**config.mk**
```make
export PLATFORM = sky130hd
export DESIGN_NAME = alu_arbiter
export DESIGN_NICKNAME = d
export VERILOG_FILES = /design/src/rtl/alu_pkg.sv /design/src/rtl/alu_arb_grant.sv /design/src/rtl/alu_arbiter.sv
export SDC_FILE = /design/constraint.sdc
export NUM_CORES = 1
export LEC_CHECK = 0
export CAP_MARGIN = 30
export CORE_AREA = 2 2 123 125
export CTS_CLUSTER_SIZE = 8
export DETAILED_ROUTE_END_ITERATION = 10
export DIE_AREA = 0 0 125 127
export GPL_ROUTABILITY_DRIVEN = 1
export PLACE_DENSITY = 0.74
export RECOVER_POWER = 100
export SYNTH_ARGS = -nofsm -noshare
export SYNTH_HDL_FRONTEND = slang
export SYNTH_SLANG_ARGS = --single-unit
```
**constraint.sdc**
```tcl
create_clock -name clock -period 7.6 [get_ports clock]
set_input_delay 1.14 -clock clock [delete_from_list [all_inputs] [get_ports clock]]
set_output_delay 1.14 -clock clock [all_outputs]
set_load 0.05 [all_outputs]
```
**src/rtl/alu_pkg.sv**
```systemverilog
// -----------------------------------------------------------------------------
// alu_pkg
// Shared definitions for the ALU arbiter and the external shared ALU:
//   - 4-bit ALU opcode constants and ALU_SEL_MAX (highest legal opcode)
//   - arbiter FSM state type
//   - sel_is_legal(): opcode legality helper
// Configuration macro used by the arbiter files: ALU_ARB_RR_EN.
// -----------------------------------------------------------------------------
package alu_pkg;

    localparam logic [3:0] ALU_ADD = 4'b0000;
    localparam logic [3:0] ALU_SUB = 4'b0001;
    localparam logic [3:0] ALU_AND = 4'b0010;
    localparam logic [3:0] ALU_XOR = 4'b0011;
    localparam logic [3:0] ALU_SRA = 4'b0100;
    localparam logic [3:0] ALU_SLL = 4'b0101;
    localparam logic [3:0] ALU_SRL = 4'b0110;
    localparam logic [3:0] ALU_BNE = 4'b0111;
    localparam logic [3:0] ALU_LUI = 4'b1000;

    localparam logic [3:0] ALU_SEL_MAX = ALU_LUI;

    typedef enum logic [1:0] {
        ST_IDLE = 2'd0,
        ST_EXEC = 2'd1,
        ST_RESP = 2'd2
    } arb_state_t;

    function automatic logic sel_is_legal(input logic [3:0] sel);
        return (sel <= ALU_SEL_MAX);
    endfunction

endpackage

```
**src/rtl/alu_arb_grant.sv**
```systemverilog
// -----------------------------------------------------------------------------
// alu_arb_grant
// Combinational grant logic for the two-requester ALU arbiter.
// A requester is only offered ready while the arbiter is idle and that
// requester is valid; at most one ready is ever high.
//
// Configuration: ALU_ARB_RR_EN
//   defined   : round-robin, i_ptr names the requester favoured on a tie
//   undefined : fixed priority, requester 0 wins every tie (no pointer port)
//
// Ports:
//   i_idle            arbiter is in IDLE and not in reset
//   i_valid0/i_valid1 requester valid inputs
//   i_ptr             favoured requester on a tie (round-robin build only)
//   o_ready0/o_ready1 ready to the requesters
// -----------------------------------------------------------------------------
module alu_arb_grant (
    input  logic i_idle,
    input  logic i_valid0,
    input  logic i_valid1,
`ifdef ALU_ARB_RR_EN
    input  logic i_ptr,
`endif
    output logic o_ready0,
    output logic o_ready1
);

`ifdef ALU_ARB_RR_EN
    always_comb begin
        o_ready0 = 1'b0;
        o_ready1 = 1'b0;
        if (i_idle) begin
            if (i_valid0 && i_valid1) begin
                o_ready0 = ~i_ptr;
                o_ready1 = i_ptr;
            end else begin
                o_ready0 = i_valid0;
                o_ready1 = i_valid1;
            end
        end
    end
`else
    always_comb begin
        o_ready0 = i_idle & i_valid0;
        o_ready1 = i_idle & i_valid1 & ~i_valid0;
    end
`endif

endmodule

```
**src/rtl/alu_arbiter.sv**
```systemverilog
// -----------------------------------------------------------------------------
// alu_arbiter
// Arbitrates two requesters onto one shared, externally instantiated ALU.
// One operation is in flight at a time: IDLE -> EXEC -> RESP -> IDLE.
//
// Handshake: a transfer happens on a rising clock edge where valid and ready
// are both high. reqN_ready is combinational and only offered in IDLE.
// rspN_valid stays high with stable data/err until rspN_ready is seen.
//
// Configuration: ALU_ARB_RR_EN (round-robin when defined, else fixed
// priority to requester 0).
//
// Ports:
//   clock, reset              rising-edge clock, async active-high reset
//   reqN_valid/ready          request handshake, N = 0/1
//   reqN_in1/in2/sel          operands and opcode
//   rspN_valid/ready          response handshake
//   rspN_data/err             result and illegal-opcode flag
//   alu_in1/in2/sel, alu_out  shared ALU connection (driven only in EXEC)
//   busy                      high whenever the FSM is not IDLE
//   dbg_state                 current FSM state for observation
// -----------------------------------------------------------------------------
module alu_arbiter
    import alu_pkg::*;
#(
    parameter int WIDTH = 32
) (
    input  logic             clock,
    input  logic             reset,
    input  logic             req0_valid,
    output logic             req0_ready,
    input  logic [WIDTH-1:0] req0_in1,
    input  logic [WIDTH-1:0] req0_in2,
    input  logic [3:0]       req0_sel,
    input  logic             req1_valid,
    output logic             req1_ready,
    input  logic [WIDTH-1:0] req1_in1,
    input  logic [WIDTH-1:0] req1_in2,
    input  logic [3:0]       req1_sel,
    output logic             rsp0_valid,
    input  logic             rsp0_ready,
    output logic [WIDTH-1:0] rsp0_data,
    output logic             rsp0_err,
    output logic             rsp1_valid,
    input  logic             rsp1_ready,
    output logic [WIDTH-1:0] rsp1_data,
    output logic             rsp1_err,
    output logic [WIDTH-1:0] alu_in1,
    output logic [WIDTH-1:0] alu_in2,
    output logic [3:0]       alu_sel,
    input  logic [WIDTH-1:0] alu_out,
    output logic             busy,
    output logic [1:0]       dbg_state
);

    arb_state_t       r_state;
    logic [WIDTH-1:0] r_in1;
    logic [WIDTH-1:0] r_in2;
    logic [3:0]       r_sel;
    logic             r_owner;
    logic [WIDTH-1:0] r_result;
    logic [1:0]       r_rsp_valid;
    logic [1:0]       r_rsp_err;
    logic             r_busy;
`ifdef ALU_ARB_RR_EN
    logic             r_ptr;
`endif

    logic w_idle;
    logic w_ready0;
    logic w_ready1;
    logic w_acc0;
    logic w_acc1;
    logic w_rsp_take;
    logic w_sel_legal;

    // Ready is held low while reset is asserted even though the state is IDLE.
    assign w_idle = (r_state == ST_IDLE) && !reset;

    alu_arb_grant u_grant (
        .i_idle   (w_idle),
        .i_valid0 (req0_valid),
        .i_valid1 (req1_valid),
`ifdef ALU_ARB_RR_EN
        .i_ptr    (r_ptr),
`endif
        .o_ready0 (w_ready0),
        .o_ready1 (w_ready1)
    );

    assign w_acc0      = req0_valid & w_ready0;
    assign w_acc1      = req1_valid & w_ready1;
    assign w_rsp_take  = r_owner ? rsp1_ready : rsp0_ready;
    assign w_sel_legal = sel_is_legal(r_sel);

    always_ff @(posedge clock or posedge reset) begin
        if (reset) begin
            r_state     <= ST_IDLE;
            r_in1       <= '0;
            r_in2       <= '0;
            r_sel       <= '0;
            r_owner     <= 1'b0;
            r_result    <= '0;
            r_rsp_valid <= 2'b00;
            r_rsp_err   <= 2'b00;
            r_busy      <= 1'b0;
`ifdef ALU_ARB_RR_EN
            r_ptr       <= 1'b0;
`endif
        end else begin
            case (r_state)
                ST_IDLE: begin
                    if (w_acc0 || w_acc1) begin
                        r_in1   <= w_acc1 ? req1_in1 : req0_in1;
                        r_in2   <= w_acc1 ? req1_in2 : req0_in2;
                        r_sel   <= w_acc1 ? req1_sel : req0_sel;
                        r_owner <= w_acc1;
                        r_busy  <= 1'b1;
                        r_state <= ST_EXEC;
`ifdef ALU_ARB_RR_EN
                        // Favour the requester that was not just served.
                        r_ptr   <= ~w_acc1;
`endif
                    end
                end
                ST_EXEC: begin
                    // Illegal opcodes still take the normal path but report 0.
                    r_result    <= w_sel_legal ? alu_out : '0;
                    r_rsp_valid <= r_owner ? 2'b10 : 2'b01;
                    r_rsp_err   <= w_sel_legal ? 2'b00 : (r_owner ? 2'b10 : 2'b01);
                    r_state     <= ST_RESP;
                end
                ST_RESP: begin
                    if (w_rsp_take) begin
                        r_rsp_valid <= 2'b00;
                        r_rsp_err   <= 2'b00;
                        r_busy      <= 1'b0;
                        r_state     <= ST_IDLE;
                    end
                end
                default: begin
                    r_rsp_valid <= 2'b00;
                    r_rsp_err   <= 2'b00;
                    r_busy      <= 1'b0;
                    r_state     <= ST_IDLE;
                end
            endcase
        end
    end

    assign req0_ready = w_ready0;
    assign req1_ready = w_ready1;

    assign rsp0_valid = r_rsp_valid[0];
    assign rsp1_valid = r_rsp_valid[1];
    assign rsp0_err   = r_rsp_err[0];
    assign rsp1_err   = r_rsp_err[1];
    assign rsp0_data  = r_result;
    assign rsp1_data  = r_result;

    // The shared ALU only sees operands while this arbiter is executing.
    assign alu_in1 = (r_state == ST_EXEC) ? r_in1 : '0;
    assign alu_in2 = (r_state == ST_EXEC) ? r_in2 : '0;
    assign alu_sel = (r_state == ST_EXEC) ? r_sel : 4'b0000;

    assign busy      = r_busy;
    assign dbg_state = r_state;

endmodule

```
==> results of run 1 <==
cell families (layout without fill, tap and decap cells):
family,count (synthesis),after routing,synth area share [%]
buf+inv,78,339,8.857
flops,108,108,51.85
simple gates,80,80,9.650
mux,1,1,0.2160
compound gates,179,179,29.43
worst max-delay path by stage:
| stage | startpoint | endpoint | slack (ns) | depth (start not counted) |
|---|---|---|---|---|
| after CTS | reset | req1_ready | 3.21 | 4 |
| after detailed placement | reset | req1_ready | 3.23 | 4 |
| after global placement | reset | req1_ready | 3.26 | 4 |
| after global routing | reset | r_in1[18] | 1.78 | 6 |
| after floorplan | reset | busy | 3.61 | 1 |
| final | reset | r_in1[4] | 2.20 | 6 |
worst register-to-register path: cells and delay by family (launching register included):
family | cells | cell delay (ns)
flops | 1 | 0.44
simple gates | 2 | 1.89
buf+inv | 2 | 1.88
compound gates | 1 | 0.23
cell usage after synthesis, drive strengths merged:
master	count
dfrtp	108
and2	69
a2bb2oi	61
o22ai	61
buf	50
a22o	34
clkbuf	25
o221a	7
o32a	7
a21oi	3
inv	3
nand2b	3
nor2	3
a21o	2
o21ai	2
a32o	1
mux2	1
nand2	1
nor2b	1
nor3	1
o31a	1
or2	1
or3	1
metrics by stage:
step                      cells  cell area [um2]
after floorplan             446             5213
after global placement      874             8187
after detailed placement    876             8234
after CTS                   891             8519
after global routing        891             8418
final                       891             8418
cell type report:
type                    count  area share, %
well taps                 184          2.735
multi-input cells         260          23.60
flip-flops and latches    108          32.10
clock inverters             2         0.4162
clock buffers              13          2.973
repair buffers            321          38.02
inverters                   3         0.1486
layer usage:
layer | track usage [%] | up-vias | share of wire, %
li1 | - | 2170 | -
met1 | 25.62 | 2229 | 42
met2 | 35.87 | 189 | 51
met3 | 4.271 | 21 | 5.5
met4 | 7.124 | 0 | 1.9
met5 | 0 | - | 0
state kept, by name (all words and copies together) (netlist names):
name / flops
busy: 1
r_in1: 32
rsp0_data: 32
r_rsp_err: 2
dbg_state: 2
r_owner: 1
r_sel: 4
r_rsp_valid: 2
r_in2: 32
report_power, final:
group	switching, uW	internal (uW)	total (uW)	leakage (uW)
clock	196	263	459	0.000140
sequential	193	856	1050	0.00127
combinational	1420	798	2220	0.00228
total	1810	1920	3730	0.00369
==> summary.txt, run 1 <==
Clock tree
  – CTS tree: built
  – CTS root buffer: clkbuf_16
  – CTS sink cnt: 108
  – Cts bufs inserted: 9
  – Total setup buffers inserted after CTS: 0
  – Post-CTS Resized: 0
  – Worst skew pair latency: 0.34 ns
  – # H-tree levels: 3
  – Clk pin slew, worst setup/hold paths: 0.07 ns
  – Hold buffer count at cts: 0
  – Clock Tree Buf Depth: 2

Route
  – Routed Antenna Nets: 0
  – Vias per std cell: 5.173
  – Vias: 4609
  – Initial DRC count: 193
  – DRC violations left: 0
  – Routed wire length: 16470 um
  – Routed len/inst: 18.48 um
  – First-pass DRT Iterations: 4

Layout
  – Fin nets: 877
  – Most common cell after layout, fill and taps aside: clkdlybuf4s50_1
  – Antenna Cells: 0
  – Most frequent cells in the layout: 172 x clkdlybuf4s50_1, 142 x dlygate4sd3_1, 108 x dfrtp_1, 68 x and2_1, 61 x o22ai_1
  – Reg area: 2703 um2
  – Layout cells sized above 1: 5.233%
  – Synthesis-to-layout area growth: 61.50%
  – Multi-input logic area: 1987 um2
  – Post-Route Utilization: 58.36%
  – Filler instances: 1207

STA
  – Final count of negative-setup-slack endpoints: 0
  – Final min period: 5.400 ns
  – Setup WS post-layout: 2.200 ns
  – Final setup skew: 0.007695 ns
  – Slew headroom: -53.43%
  – Final Hold Viols: 0
  – Setup TNS: 0 ns
  – RSZ-0062 raised after global routing: no
  – F_max: 185.2 MHz
  – Slew @ Worst Pin: 2.289 ns
  – Slew Viols, Final: 148
  – WHS: 0.4732 ns
  – Final period utilization: 71.05%

Worst hold path
  – WHS Endpoint: busy
  – Hold Startpoint: busy
  – Hold Crit Depth: 1
  – Hold WC Path Type: flop to flop

Worst setup path
  – Cells along the critical path: dlygate4sd3_1 -> nor3_1 -> buf_4 -> and2_0 -> clkbuf_1 -> a2bb2oi_1
  – CP bufs+invs: 3
  – Critical path required time: 7.85 ns
  – Slowest stage delay, CP: 1.50 ns
  – Critical Path Start Type: input pin
  – Crit-path slowest cell: and2_0
  – R2R depth: 5
  – CP Class: input pin to flop
  – R2r endpoint: r_in1[4]
  – Setup crit end kind: flop
  – CP max FO: 71
  – FF-to-FF setup slack: 3.07 ns
  – Crit-path leading delay family: buffers and inverters
  – Arrival @ worst endpoint: 5.65 ns
  – R2R Path Start: dbg_state[0]

Flow run
  – Number of max-cap violations: 4

Global route
  – GR Util All Layers: 20.61%
  – First-pass GRT wire length: 26140 um
  – Largest net degree at the start of global routing: 72
  – Initial antenna violation count: 0
  – Vias in the first global route: 4851
  – Gr ovfl total: 0

Synth
  – Synth Cell Area: 5212 um2
  – Top post-synthesis cells by area: dfrtp_1 52%, and2_1 8.3%, o22ai_1 7.3%
  – Ys Warns: 0
  – Mapped Avg Cell Area: 11.69 um2
  – Area leader, netlist: dfrtp_1
  – Post-synth top area share: 51.85%
  – Synthesized net count: 620
  – Post-Synthesis Cells: 446
  – Yosys cell types: 30
  – Sequential area share after synthesis: 51.85%
  – Seq cells post-synth: 108

Run status
  – Failing checks: capacitance limit, slew limit
  – Status: complete, but fails checks

Floorplanning
  – Chip height: 127 um
  – Die area: 15880 um2
  – Cell Rows: 44
  – Die X: 125 um
  – Core ar.: 14420 um2
  – Starting Density: 36.14%
  – I/O Pins: 315

Placement
  – Worst slack, placed: 3.226 ns
  – I/O Buffers: 314
  – Post-DP HPWL: 12280 um
  – Placer congestion estimate: 0.8015

Power
  – P_leak: 0.003687 uW
  – VDD IR max: 0.0002029 V
  – Pwr Density: 443.2 nW/um2
  – Power Total: 3731 uW
No activity file was read; power rests on OpenSTA's default activity.
==> run 2, diff against run 1 <==
- CORE_AREA: 2 2 123 125 -> not set
- CORE_ASPECT_RATIO: not set -> 0.9
- CORE_UTILIZATION: not set -> 34
- DIE_AREA: 0 0 125 127 -> not set
- PLACE_DENSITY: 0.74 -> 0.73
- clock period: 7.6 -> 4.95 ns (I/O delays scaled with it)
==> summary.txt, run 2 (synthesis gave the netlist of run 1 again) <==
Run status
  – Status: complete, but fails checks
  – Failing checks: capacitance limit, slew limit

STA
  – Final min period: 3.773 ns
  – RSZ-0062 raised after global routing: no
  – Setup TNS: 0 ns (unchanged)
  – Final Hold Viols: 0 (unchanged)
  – Slew @ Worst Pin: 2.077 ns (-0.2119 ns)
  – Final setup skew: 0.006511 ns (-0.001184 ns)
  – Final count of negative-setup-slack endpoints: 0 (unchanged)
  – Slew Viols, Final: 145 (-2.0%)
  – Slew headroom: -38.46% (+15 points)
  – Final period utilization: 76.23%
  – Setup WS post-layout: 1.177 ns (-1.024 ns)
  – F_max: 265.0 MHz

Floorplanning
  – Die X: 132.5 um (+6.0%)
  – Die area: 15830 um2 (-0.28%)
  – Chip height: 119.5 um (-5.9%)
  – Starting Density: 35.17% (-0.96 points)
  – Core ar.: 14820 um2 (+2.7%)
  – I/O Pins: 315 (unchanged)
  – Cell Rows: 42 (-4.5%)

Layout
  – Reg area: 2703 um2 (unchanged)
  – Antenna Cells: 0 (unchanged)
  – Most common cell after layout, fill and taps aside: clkdlybuf4s50_1
  – Most frequent cells in the layout: 172 x clkdlybuf4s50_1, 142 x dlygate4sd3_1, 108 x dfrtp_1, 68 x and2_1, 61 x o22ai_1
  – Post-Layout Cell Count: 907 (+1.8%)
  – Layout cells sized above 1: 5.501% (+0.27 points)
  – Synthesis-to-layout area growth: 61.57% (about the same)
  – Fin nets: 878 (+0.11%)
  – Filler instances: 1303 (+8.0%)
  – Multi-input logic area: 1959 um2 (-1.4%)

Clock tree
  – Clk pin slew, worst setup/hold paths: 0.07 ns (about the same)
  – Clock Tree Buf Depth: 2 (unchanged)
  – Hold buffer count at cts: 0 (unchanged)
  – CTS tree: built
  – Cts bufs inserted: 9 (unchanged)
  – Worst skew pair latency: 0.35 ns (about the same)
  – CTS sink cnt: 108 (unchanged)
  – Post-CTS Resized: 0 (unchanged)
  – Total setup buffers inserted after CTS: 0 (unchanged)
  – CTS root buffer: clkbuf_16
  – # H-tree levels: 3 (unchanged)

Placement
  – Post-DP HPWL: 12080 um (-1.7%)
  – I/O Buffers: 314 (unchanged)
  – Placer congestion estimate: 0.8120 (+1.3%)
  – Post-Place Cells: 891 (+1.7%)
  – Worst slack, placed: 1.372 ns (-1.854 ns)

Worst setup path
  – CP max FO: 71 (unchanged)
  – FF-to-FF setup slack: 1.61 ns (-1.46 ns)
  – CP bufs+invs: 3 (unchanged)
  – Cells along the critical path: dlygate4sd3_1 -> nor3_4 -> clkbuf_2 -> and2_2 -> buf_12 -> a2bb2oi_1
  – Arrival @ worst endpoint: 4.01 ns (-1.64 ns)
  – R2R depth: 5 (unchanged)
  – Setup crit end kind: flop
  – R2r endpoint: r_in1[23]
  – CP Class: input pin to flop
  – R2R Path Start: dbg_state[1]
  – Critical Path Start Type: input pin
  – Critical Path Start: reset
  – Critical path required time: 5.19 ns (-2.66 ns)
  – Crit-path leading delay family: buffers and inverters
  – Slowest stage delay, CP: 1.15 ns (-0.35 ns)
  – Last element of the critical path: r_in1[23]
  – Critical path depth: 6 (unchanged)
  – Crit-path slowest cell: clkbuf_2

Power
  – Comb pwr share: 59.7% (about the same)
  – Pwr Density: 675.6 nW/um2 (+52%)
  – Sw Ratio: 49.72% (+1.1 points)
  – Share of power burned in registers: 28.5% (+0.4 points)
  – Switching power: 2829 uW (+56%)
  – VDD IR max: 0.0003953 V (+95%)
  – P_leak: 0.003694 uW (+0.21%)
  – Clock power frac: 11.9% (-0.4 points)
  – Internal power: 2861 uW (+49%)

Route
  – Routed wire length: 16670 um (+1.2%)
  – First-pass DRT Iterations: 4 (unchanged)
  – Initial DRC count: 209 (+8.3%)
  – Vias: 4646 (+0.80%)
  – DRC violations left: 0 (unchanged)
  – Vias per std cell: 5.122 (-0.98%)
  – Routed Antenna Nets: 0 (unchanged)
  – Routed len/inst: 18.38 um (-0.57%)

Global route
  – Gr ovfl total: 0 (unchanged)
  – Vias in the first global route: 4626 (-4.6%)
  – Largest net degree at the start of global routing: 72 (unchanged)
  – First-pass GRT wire length: 25670 um (-1.8%)
  – GR Util All Layers: 20.88% (+0.28 points)
  – Initial antenna violation count: 0 (unchanged)

Worst hold path
  – Hold WC Path Type: flop to flop

Flow run
  – Number of max-cap violations: 3 (-1)
## run 2: worst min path at each step
stage | slack [ns] | depth (start not counted) | end | from
floorplan | 0.49 | 1 | r_in1[14] | r_in1[14]
global placement | 0.46 | 1 | r_rsp_valid[0] | r_rsp_valid[0]
detailed placement | 0.46 | 1 | busy | busy
CTS | 0.48 | 1 | busy | busy
global route | 0.51 | 1 | r_rsp_valid[1] | r_rsp_valid[1]
finish | 0.47 | 1 | busy | busy
## run 2: metal layers
metal  vias to the layer above  share of wire [%]  track usage (%)
li1                       2171                  -                -
met1                      2266                 42            26.90
met2                       193                 50            34.93
met3                        16                6.4            5.364
met4                         0                1.6            5.172
met5                         -                  0                0
## run 2: through the flow
step | hold WS (ns) | area (um2) | total power, uW | utilization, %
2_1_floorplan | 0.4876 | 5213 | 4186 | -
3_3_place_gp | 0.4632 | 8224 | 5204 | 55.50
3_5_place_dp | 0.4646 | 8259 | 5282 | 55.73
4_1_cts | 0.4814 | 8533 | 5978 | 57.58
5_1_grt | 0.5052 | 8422 | 5937 | 56.83
6_report | 0.4718 | 8422 | 5690 | 56.83
## run 2: power groups by stage
stage          logic, uW  clock network [uW]  registers (uW)
6_report            3390                 676            1620
3_3_place_gp        3570                   0            1640
2_1_floorplan       2120                   0            2070
4_1_cts             3640                 699            1640
5_1_grt             3530                 731            1680
3_5_place_dp        3630                   0            1650
## run 2: final cells by class
cell class | count | share of cell area [%]
flip-flops and latches | 108 | 32.09
repair buffers | 322 | 38.30
inverters | 3 | 0.1486
well taps | 198 | 2.942
clock buffers | 9 | 2.674
clock inverters | 7 | 0.5794
multi-input cells | 260 | 23.27
==> run 3, diff against run 2 <==
- clock period: 4.95 -> 3 ns (I/O delays scaled with it)
==> summary.txt, run 3 (synthesis gave the netlist of run 1 again) <==
Clock tree
  – Clk pin slew, worst setup/hold paths: 0.07 ns (about the same)
  – # H-tree levels: 3 (unchanged)
  – CTS root buffer: clkbuf_16
  – CTS tree: built
  – Total setup buffers inserted after CTS: 0 (unchanged)
  – Cts bufs inserted: 9 (unchanged)
  – Worst skew pair latency: 0.35 ns (about the same)
  – Clock Tree Buf Depth: 2 (unchanged)
  – Hold buffer count at cts: 0 (unchanged)
  – Post-CTS Resized: 0 (unchanged)
  – CTS sink cnt: 108 (unchanged)

Worst setup path
  – FF-to-FF setup slack: 0.28 ns (-1.33 ns)
  – CP max FO: 46 (-35%)
  – Cells along the critical path: nor2b_4 -> buf_4 -> and2_1 -> dlygate4sd3_1
  – Setup crit end kind: primary output
  – Critical Path Start Type: flop
  – R2R Path Start: dbg_state[1]
  – CP Class: flop to primary output
  – Crit-path slowest cell: dlygate4sd3_1
  – Slowest stage delay, CP: 0.86 ns (-0.29 ns)
  – R2r endpoint: rsp0_data[11]
  – Arrival @ worst endpoint: 2.38 ns (-1.63 ns)
  – Critical path required time: 2.55 ns (-2.64 ns)
  – R2R depth: 5 (unchanged)

Floorplanning
  – Cell Rows: 42 (unchanged)
  – Die X: 132.5 um (unchanged)
  – Chip height: 119.5 um (unchanged)
  – I/O Pins: 315 (unchanged)
  – Core ar.: 14820 um2 (unchanged)
  – Die area: 15830 um2 (unchanged)
  – Starting Density: 35.17% (unchanged)

Global route
  – GR Util All Layers: 21.52% (+0.64 points)
  – Gr ovfl total: 0 (unchanged)
  – Vias in the first global route: 4812 (+4.0%)
  – Initial antenna violation count: 0 (unchanged)
  – First-pass GRT wire length: 26580 um (+3.5%)
  – Largest net degree at the start of global routing: 71 (-1.4%)

Layout
  – Synthesis-to-layout area growth: 60.99%
  – Post-Route Utilization: 56.63% (-0.20 points)
  – Filler instances: 1267 (-2.8%)
  – Most common cell after layout, fill and taps aside: clkdlybuf4s50_1
  – Antenna Cells: 0 (unchanged)
  – Fin nets: 883 (+0.57%)
  – Most frequent cells in the layout: 199 x clkdlybuf4s50_1, 108 x dfrtp_1, 104 x dlygate4sd3_1, 61 x o22ai_1, 59 x a2bb2oi_1
  – Layout cells sized above 1: 6.303% (+0.80 points)

STA
  – Slew Viols, Final: 36 (-75%)
  – Final min period: 2.832 ns
  – Final period utilization: 94.40%
  – RSZ-0062 raised after global routing: no
  – F_max: 353.1 MHz
  – Final count of negative-setup-slack endpoints: 0 (unchanged)
  – Final Hold Viols: 0 (unchanged)
  – Slew headroom: -11.73% (+27 points)
  – Setup TNS: 0 ns (unchanged)
  – Final setup skew: 0.007824 ns (+0.001313 ns)
  – Slew @ Worst Pin: 1.676 ns (-0.4009 ns)

Route
  – Initial DRC count: 219 (+4.8%)
  – Vias: 4692 (+0.99%)
  – Routed Antenna Nets: 0 (unchanged)
  – Routed wire length: 16940 um (+1.6%)
  – DRC violations left: 0 (unchanged)
  – Vias per std cell: 5.145 (+0.44%)
  – First-pass DRT Iterations: 4 (unchanged)
  – Routed len/inst: 18.57 um (+1.1%)

Worst hold path
  – Hold Startpoint: busy
  – Hold WC Path Type: flop to flop
  – WHS Endpoint: busy
  – Hold Crit Depth: 1 (unchanged)

Flow run
  – Number of max-cap violations: 1 (-2)

Run status
  – Failing checks: capacitance limit, slew limit
  – Status: complete, but fails checks

Power
  – P_leak: 0.003579 uW (-3.1%)
  – VDD IR max: 0.0006991 V (+77%)
  – Pwr Density: 1119 nW/um2 (+66%)

Placement
  – Post-DP HPWL: 12590 um (+4.3%)
  – I/O Buffers: 314 (unchanged)
  – Placer congestion estimate: 0.8446 (+4.0%)
[run 3: metrics by stage]
stage                     total power, uW  instances  worst slack, ns  cell area, um2  hold WS [ns]
after floorplan                      6907        446           0.6875            5216        0.4876
after global placement               8626        896           0.5973            8293        0.4647
after detailed placement             8715        896           0.4820            8293        0.4737
after CTS                            9869        912          0.08612            8569        0.4903
after global routing                 9843        912         0.004509            8392        0.5056
final                                9393        912           0.1681            8392        0.4793
[run 3: worst max-delay path by stage]
| stage | from | end | slack (ns) | depth (start not counted) |
|---|---|---|---|---|
| 6_report | dbg_state[0] | alu_in1[3] | 0.17 | 4 |
| 5_1_grt | dbg_state[0] | alu_in2[30] | 0.005 | 4 |
| 4_1_cts | dbg_state[0] | alu_in2[23] | 0.09 | 4 |
| 3_5_place_dp | dbg_state[0] | alu_in2[23] | 0.48 | 4 |
| 3_3_place_gp | dbg_state[0] | alu_in1[8] | 0.60 | 4 |
| 2_1_floorplan | dbg_state[0] | req1_ready | 0.69 | 3 |
[run 3: area by class of cell]
| type | count | area, um2 | share of cell area, % |
|---|---|---|---|
| repair buffers | 327 | 3207 | 38.21 |
| clock inverters | 7 | 51.30 | 0.6113 |
| inverters | 3 | 12.51 | 0.1491 |
| multi-input cells | 260 | 1946 | 23.18 |
| well taps | 198 | 247.7 | 2.952 |
| clock buffers | 9 | 225.2 | 2.684 |
| flip-flops and latches | 108 | 2703 | 32.21 |
[run 3: where the power goes]
part | switching, uW | total, uW | internal [uW]
clock | 549 | 1110 | 566
combinational | 3620 | 5620 | 1990
sequential | 492 | 2660 | 2170
total | 4670 | 9390 | 4730
[run 3: routing by layer]
layer  wire length, um  GRT usage [%]  vias to the layer above
met2              8483          36.68                      187
met4               233          4.813                        0
li1                  -              -                     2180
met5                 0              0                        -
met1              7143          27.19                     2306
met3              1074          5.790                       19
[run 3: critical path, delay by kind of cell (launching register included)]
| kind | cells | cell delay, ns |
|---|---|---|
| buffers and inverters | 2 | 1.19 |
| DFF | 1 | 0.45 |
| and+or+nand+nor | 2 | 0.36 |
